<file path="config.mk">
export PLATFORM = sky130hd
export DESIGN_NAME = ones_count_frame_acc
export DESIGN_NICKNAME = d
export VERILOG_FILES = /design/src/rtl/ones_count_frame_acc.sv
export SDC_FILE = /design/constraint.sdc
export NUM_CORES = 1
export LEC_CHECK = 0
export CELL_PAD_IN_SITES_DETAIL_PLACEMENT = 1
export CELL_PAD_IN_SITES_GLOBAL_PLACEMENT = 1
export CORE_ASPECT_RATIO = 0.75
export CORE_MARGIN = 5
export CORE_UTILIZATION = 34
export CTS_CLUSTER_SIZE = 20
export DETAILED_ROUTE_END_ITERATION = 10
export PLACE_DENSITY_LB_ADDON = 0.1
export SYNTH_ARGS = -nofsm -noshare
export SYNTH_HDL_FRONTEND = slang
export SYNTH_SLANG_ARGS = --single-unit
</file>
<file path="constraint.sdc">
create_clock -name clk -period 1.6 [get_ports clk]
set_input_delay 0.48 -clock clk [delete_from_list [all_inputs] [get_ports clk]]
set_output_delay 0.48 -clock clk [all_outputs]
set_load 0.01 [all_outputs]
</file>
<file path="src/rtl/ones_count_frame_acc.sv">
// ones_count_frame_acc: sums GROUPS 2-bit ones counts per frame, then pulses done with the total.
module ones_count_frame_acc #(
  parameter int GROUPS = 8,
  parameter int CNT_W = 5
) (
  input  logic             clk,
  input  logic             rst,
  input  logic             start,
  input  logic             in_valid,
  input  logic             y1,
  input  logic             y0,
  output logic             in_ready,
  output logic             busy,
  output logic             done,
  output logic [CNT_W-1:0] count_out
);
  localparam int IDX_W = $clog2(GROUPS);
  typedef enum logic [1:0] {IDLE, ACC, DONE} state_t;
  state_t state, state_nx;
  logic [CNT_W-1:0] acc, sum;
  logic [IDX_W-1:0] idx;
  logic accept, last;
  always_comb begin
    accept = state == ACC && in_valid;
    sum = acc + CNT_W'({y1, y0});
    last = idx == IDX_W'(GROUPS - 1);
    state_nx = state == IDLE ? (start ? ACC : IDLE) :
               state == ACC  ? (accept && last ? DONE : ACC) : IDLE;
  end
  assign in_ready = state == ACC;
  assign busy = state != IDLE;
  assign done = state == DONE;
  always_ff @(posedge clk) begin
    if (rst) begin
      state <= IDLE;
      acc <= '0;
      idx <= '0;
      count_out <= '0;
    end else begin
      state <= state_nx;
      if (state == IDLE && start) begin
        acc <= '0;
        idx <= '0;
      end
      if (accept) begin
        acc <= sum;
        idx <= idx + 1'b1;
        if (last) count_out <= sum;
      end
    end
  end
endmodule

</file>
==> flow_metrics.env, run 1 <==
export IMPL_cts_hold_buf=0
export IMPL_post_cts_buffers=0
export IMPL_std_cell_rows=14
export IMPL_post_route_period_util_pct=98.35
export IMPL_syn_area_sq_um=748.2
export IMPL_synth_async_reset_ratio_pct=0
export IMPL_multi_input_area_sq_um=444.2
export IMPL_crit_buf_inv=2
export IMPL_final_max_slew_viol_count=0
export IMPL_die_h_um=50.63
export IMPL_netlist_top_cells_count="dfxtp_1 (15), nor2_1 (8), nand2_1 (7)"
export IMPL_ff2ff_setup_slack_ns=0.07
export IMPL_syn_to_final_growth_pct=36.62
export IMPL_postSynthCellCount=79
export IMPL_synth_top_cell_area_share_pct=40.13
export IMPL_cp_end_kind="primary output"
export IMPL_drtAntennaViolNets=0
export IMPL_grt_pass1_vias=670
export IMPL_hp_class="register to register"
export IMPL_ys_top_cells_by_area="dfxtp_1 (40%), ha_1 (6.7%), a21oi_1 (4.0%)"
export IMPL_layout_nets=113
export IMPL_avgSynthCellArea_sq_um=9.471
export IMPL_ios=14
export IMPL_min_period_ns=1.574
export IMPL_wirelength_um=2027
export IMPL_startpoint="state[1]"
export IMPL_cts_clk_slew_worst_paths_ns=0.11
export IMPL_yosysMostFrequentCell="dfxtp_1"
export IMPL_crit_type="register to primary output"
export IMPL_final_cell_area_sq_mm=0.001022
export IMPL_powerDensity_mw_per_mm2=713.8
export IMPL_drtIter0Drc=6
export IMPL_cts_tree="yes"
export IMPL_drive_gt1_share_pct=28.71
export IMPL_r2r_end="count_out[4]"
export IMPL_place_area_sq_um=959.7
export IMPL_final_setup_tns_ns=0
export IMPL_cp_cell_sequence="nor2_2, inv_1, dlygate4sd2_1"
export IMPL_endpoint="busy"
export IMPL_synthDistinctLibCells=29
export IMPL_numCtsBuffers=3
export IMPL_slew_headroom_pct=78.48
export IMPL_crit_slowest_cell="dfxtp_2"
export IMPL_synth_nets=90
export IMPL_cts_sinks=15
export IMPL_grt_overflow=0
export IMPL_slowest_delay_ns=0.35
export IMPL_start_util_pct=36.51
export IMPL_yosysSeqAreaShare_pct=40.13
export IMPL_cts_root_buf="clkbuf_4"
export IMPL_yosysWarnings=0
export IMPL_drc=0
export IMPL_synth_ff_type="dfxtp_1"
export IMPL_status="complete, no violations"
export IMPL_hold_violations=0
export IMPL_fillers=237
export IMPL_synth_edff_count=0
export IMPL_peakVddDrop_v=0.0005809
export IMPL_die_w_um=64.17
export IMPL_yosysTopAreaCell="dfxtp_1"
export IMPL_worst_pin_slew_ns=0.3223
export IMPL_path_delay_family="flip-flops"
export IMPL_post_drt_via_cell_ratio=5.360
export IMPL_regArea_sq_um=302.8
export IMPL_setup_viol=0
export IMPL_htree_levels=1
export IMPL_power_mw=0.7297
export IMPL_fmax_mhz=635.5
export IMPL_core_area_sq_mm=0.002049
export IMPL_cp_required_ns=1.12
export IMPL_port_buffers=13
export IMPL_drtPass1Iterations=4
export IMPL_critPathLaunchType="register"
export IMPL_grt_pass1_wl_um=3132
export IMPL_cp_arrival_ns=1.09
export IMPL_clk_latency_ns=0.31
export IMPL_antenna_cells=0
export IMPL_cp_max_fo=4
export IMPL_gp_congestion=0.7166
export IMPL_rsz0062_at_grt="true"
export IMPL_antenna_found_initial=0
export IMPL_ff2ff_path_depth=6
export IMPL_ys_seq_elements=15
export IMPL_vias=670
export IMPL_p_leak_nw=0.4193
export IMPL_wl_per_cell_um=16.22
export IMPL_finClkSkew_ns=0.01589
export IMPL_drv_cap=0
export IMPL_die_area_sq_mm=0.003249
export IMPL_track_usage_pct=12.95
export IMPL_grt_max_degree=13
export IMPL_cp_depth=3
export IMPL_r2r_start="idx[0]"
export IMPL_clockBufferDepth=2
export IMPL_dpl_hpwl_um=1399
==> cell usage in the layout, fill, tap and decap left out, types with 2 or more instances in the layout <==
cell type         n
a211oi_1          2
a21oi_1           6
buf_4             9
clkbuf_4          3
clkdlybuf4s50_1   3
dfxtp_1          13
dfxtp_2           2
dlygate4sd2_1     7
ha_1              2
inv_1             2
mux2i_1           3
nand2_1           7
nand2b_1          2
nor2_1            7
nor2b_1           3
o21ai_0           5
==> kinds of logic (layout without fill, tap and decap cells) <==
family	Yosys count	count (layout)	share of synthesized area, %
buf+inv	7	29	6.187
simple gates	26	26	17.22
xor+xnor	2	2	2.342
compound gates	21	21	20.74
flops	15	15	40.13
fa+ha+maj	5	5	9.365
mux	3	3	4.014
==> layout make-up <==
type	instances	area share [%]
clock buffer	3	2.203
tap	24	2.938
multi-input combinational	57	43.45
clock inverter	1	0.7344
sequential	15	29.62
timing repair buffer	23	20.32
inverter	2	0.7344
==> power breakdown <==
group	leakage [nW]	total [mW]	switching, mW	internal [mW]
logic	0.283	0.0990	0.0477	0.0513
registers	0.122	0.384	0.00506	0.379
clock network	0.0139	0.246	0.151	0.0957
total	0.419	0.730	0.203	0.526
==> routing by layer <==
layer  vias to the layer above  track usage [%]  routed length (um)
met1                       323            13.73                 883
li1                        321                -                   -
met2                        17            20.90                 947
met3                         9            6.250                 111
met5                         -                0                   0
met4                         0            7.797                  85
==> state kept, by name (all words and copies together) (netlist names) <==
name,cells
count_out,5
acc,5
state,2
idx,3
==> worst reg2reg max path: stages (launching register included) <==
cell,delay [ns]
dfxtp_1,0.34
ha_1,0.20
ha_1,0.19
and4b_1,0.20
buf_4,0.17
buf_4,0.14
a211oi_2,0.21
==> through the flow <==
stage	hold slack (ns)	instances	utilization (%)	setup slack (ns)
detailed placement	0.4734	121	46.83	-0.4878
CTS	0.4906	125	49.39	-0.003770
finish	0.4852	125	49.88	0.02637
global placement	0.4601	121	46.83	-0.4448
floorplan	0.4532	79	-	0.01358
global route	0.5221	125	49.88	-0.01833
==> timing repair <==
| action | in CTS | in global routing |
|---|---|---|
| endpoints found under the hold margin | 0 | 0 |
| gates resized for setup | 20 | 4 |
| pin swaps | 5 | 2 |
| endpoints found under the setup margin | 15 | 5 |
==> how the worst min path moves through the flow <==
stage | endpoint | startpoint | cells past startpoint
after floorplan | idx[1] | idx[1] | 2
after global placement | idx[2] | idx[2] | 2
after detailed placement | idx[1] | idx[1] | 2
after CTS | idx[1] | idx[1] | 2
after global routing | idx[0] | idx[0] | 2
final | idx[1] | idx[1] | 2
No activity file was read; power rests on OpenSTA's default activity.
==> run 2, diff against run 1 <==
Settings changed: PLACE_DENSITY_LB_ADDON 0.1 to 0.12, SLEW_MARGIN from default to 10.
==> run 2 against run 1 <==
Critical endpoint unchanged. Clock-buffer cell count grew 1. Clock power decreased by 13%. Worst setup slack better by 0.026 ns. Die area is the same. Critical path depth is the same. Critical path type unchanged. Cell count stayed put. First-iteration DRC count rose to 3.7 times the previous value. Register-to-register slack better by 0.11 ns. Worst hold slack got worse by 0.0040 ns. Sequential share of layout area up 1.1 points.
==> flow_metrics.env, run 2 (synthesis results as in run 1) <==
export IMPL_status="complete, no violations"
export IMPL_grt_max_degree=9
export IMPL_post_cts_buffers=0
export IMPL_fillers=251
export IMPL_min_to="idx[2]"
export IMPL_cp_arrival_ns=1.07
export IMPL_drc=0
export IMPL_finClkSkew_ns=0.002482
export IMPL_port_buffers=13
export IMPL_drtIter0Drc=22
export IMPL_htree_levels=1
export IMPL_track_usage_pct=11.13
export IMPL_post_route_period_util_pct=96.75
export IMPL_drtAntennaViolNets=0
export IMPL_wl_per_cell_um=13.87
export IMPL_reg_largest_list="acc: 5 flops, count_out: 5 flops, idx: 3 flops"
export IMPL_drive_gt1_share_pct=22.77
export IMPL_start_util_pct=36.51
export IMPL_cp_required_ns=1.12
export IMPL_final_setup_tns_ns=0
export IMPL_die_h_um=50.63
export IMPL_powerDensity_mw_per_mm2=696.5
export IMPL_crit_type="register to primary output"
export IMPL_cp_max_fo=4
export IMPL_r2r_end="acc[4]"
export IMPL_cp_end_kind="primary output"
export IMPL_min_path_cells=2
export IMPL_post_drt_via_cell_ratio=4.968
export IMPL_std_cell_rows=14
export IMPL_min_delay_start="idx[2]"
export IMPL_gp_congestion=0.6722
export IMPL_setup_viol=0
export IMPL_antenna_found_initial=0
export IMPL_min_period_ns=1.548
export IMPL_hp_class="register to register"
export IMPL_dp_slack_ns=-0.5092
export IMPL_antenna_cells=0
export IMPL_drv_cap=0
export IMPL_core_area_sq_mm=0.002049
export IMPL_final_max_slew_viol_count=0
export IMPL_power_mw=0.6876
export IMPL_layout_commonest_cell="dfxtp_1"
export IMPL_cts_hold_buf=0
export IMPL_die_w_um=64.17
export IMPL_numCtsBuffers=3
export IMPL_p_leak_nw=0.4091
export IMPL_hold_violations=0
export IMPL_holdWs_ns=0.4812
export IMPL_ff2ff_path_depth=5
export IMPL_ios=14
export IMPL_setup_slack_ns=0.05202
export IMPL_ff2ff_setup_slack_ns=0.18
export IMPL_grt_pass1_vias=612
export IMPL_grt_pass1_wl_um=2801
export IMPL_syn_to_final_growth_pct=31.94
export IMPL_cts_root_buf="clkbuf_4"
export IMPL_slew_headroom_pct=77.63
export IMPL_cts_clk_slew_worst_paths_ns=0.09
export IMPL_r2r_start="acc[0]"
export IMPL_drtPass1Iterations=4
export IMPL_layout_nets=113
export IMPL_cts_sinks=15
export IMPL_worst_pin_slew_ns=0.3351
export IMPL_die_area_sq_mm=0.003249
export IMPL_cts_tree="yes"
export IMPL_wirelength_um=1734
export IMPL_dpl_hpwl_um=1334
export IMPL_clockBufferDepth=2
export IMPL_clk_latency_ns=0.28
export IMPL_final_util_pct=48.17
export IMPL_final_cell_mix="dfxtp_1 (13), buf_4 (10), dlygate4sd2_1 (9), nor2_1 (7), nand2_1 (7)"
export IMPL_fmax_mhz=646.0
export IMPL_critPathLaunchType="register"
export IMPL_vias=621
export IMPL_peakVddDrop_v=0.0004450
export IMPL_grt_overflow=0
export IMPL_rsz0062_at_grt="true"
[run 2: worst max path at each step]
stage          startpoint  cells after the start        to  slack (ns)
3_5_place_dp           y0                      6    acc[4]       -0.51
3_3_place_gp           y0                      6    acc[4]       -0.46
5_1_grt          state[1]                      3      busy       -0.01
6_report         state[1]                      3      busy        0.05
2_1_floorplan          y0                      5    acc[4]        0.01
4_1_cts          state[0]                      2  in_ready        0.02
[run 2: area by class of cell]
| class | instances | area, sq um | share of cell area, % |
|---|---|---|---|
| clock buffer | 4 | 26.28 | 2.662 |
| inverter | 2 | 7.507 | 0.7605 |
| multi-input combinational | 57 | 426.7 | 43.22 |
| sequential | 15 | 302.8 | 30.67 |
| tap | 24 | 30.03 | 3.042 |
| timing repair buffer | 23 | 193.9 | 19.65 |
[run 2: worst max-delay path: stages (launching register included)]
cell and delay (ns):
dfxtp_2 0.35, nor2_2 0.13, inv_1 0.04, dlygate4sd2_1 0.27
[run 2: what timing repair did]
item	4_1_cts	5_1_grt
endpoints found under the setup margin	16	4
resized for setup	15	3
pin swaps	2	1
[run 2: routing by layer]
metal | vias to the layer above | track usage (%) | wire (um)
met4 | 0 | 4.068 | 19
met3 | 2 | 5.134 | 79
met2 | 12 | 15.72 | 743
met1 | 283 | 14.76 | 892
li1 | 324 | - | -
met5 | - | 0 | 0
[run 2: where the power goes]
| group | internal (mW) | switching, mW |
|---|---|---|
| registers | 0.379 | 0.00574 |
| clock network | 0.0967 | 0.118 |
| logic | 0.0456 | 0.0427 |
| total | 0.521 | 0.166 |
[run 2: metrics by stage]
| step | instances | cell area [sq um] |
|---|---|---|
| CTS | 125 | 980.9 |
| finish | 125 | 987.2 |
| global placement | 121 | 947.2 |
| floorplan | 79 | 750.7 |
| global route | 125 | 987.2 |
| detailed placement | 121 | 947.2 |
==> run 3, diff against run 2 <==
Settings changed: CAP_MARGIN from default to 20, HOLD_SLACK_MARGIN from default to 0.12.
==> results of run 3 <==
No change in the layout: final DEF, timing and power equal those of run 2.
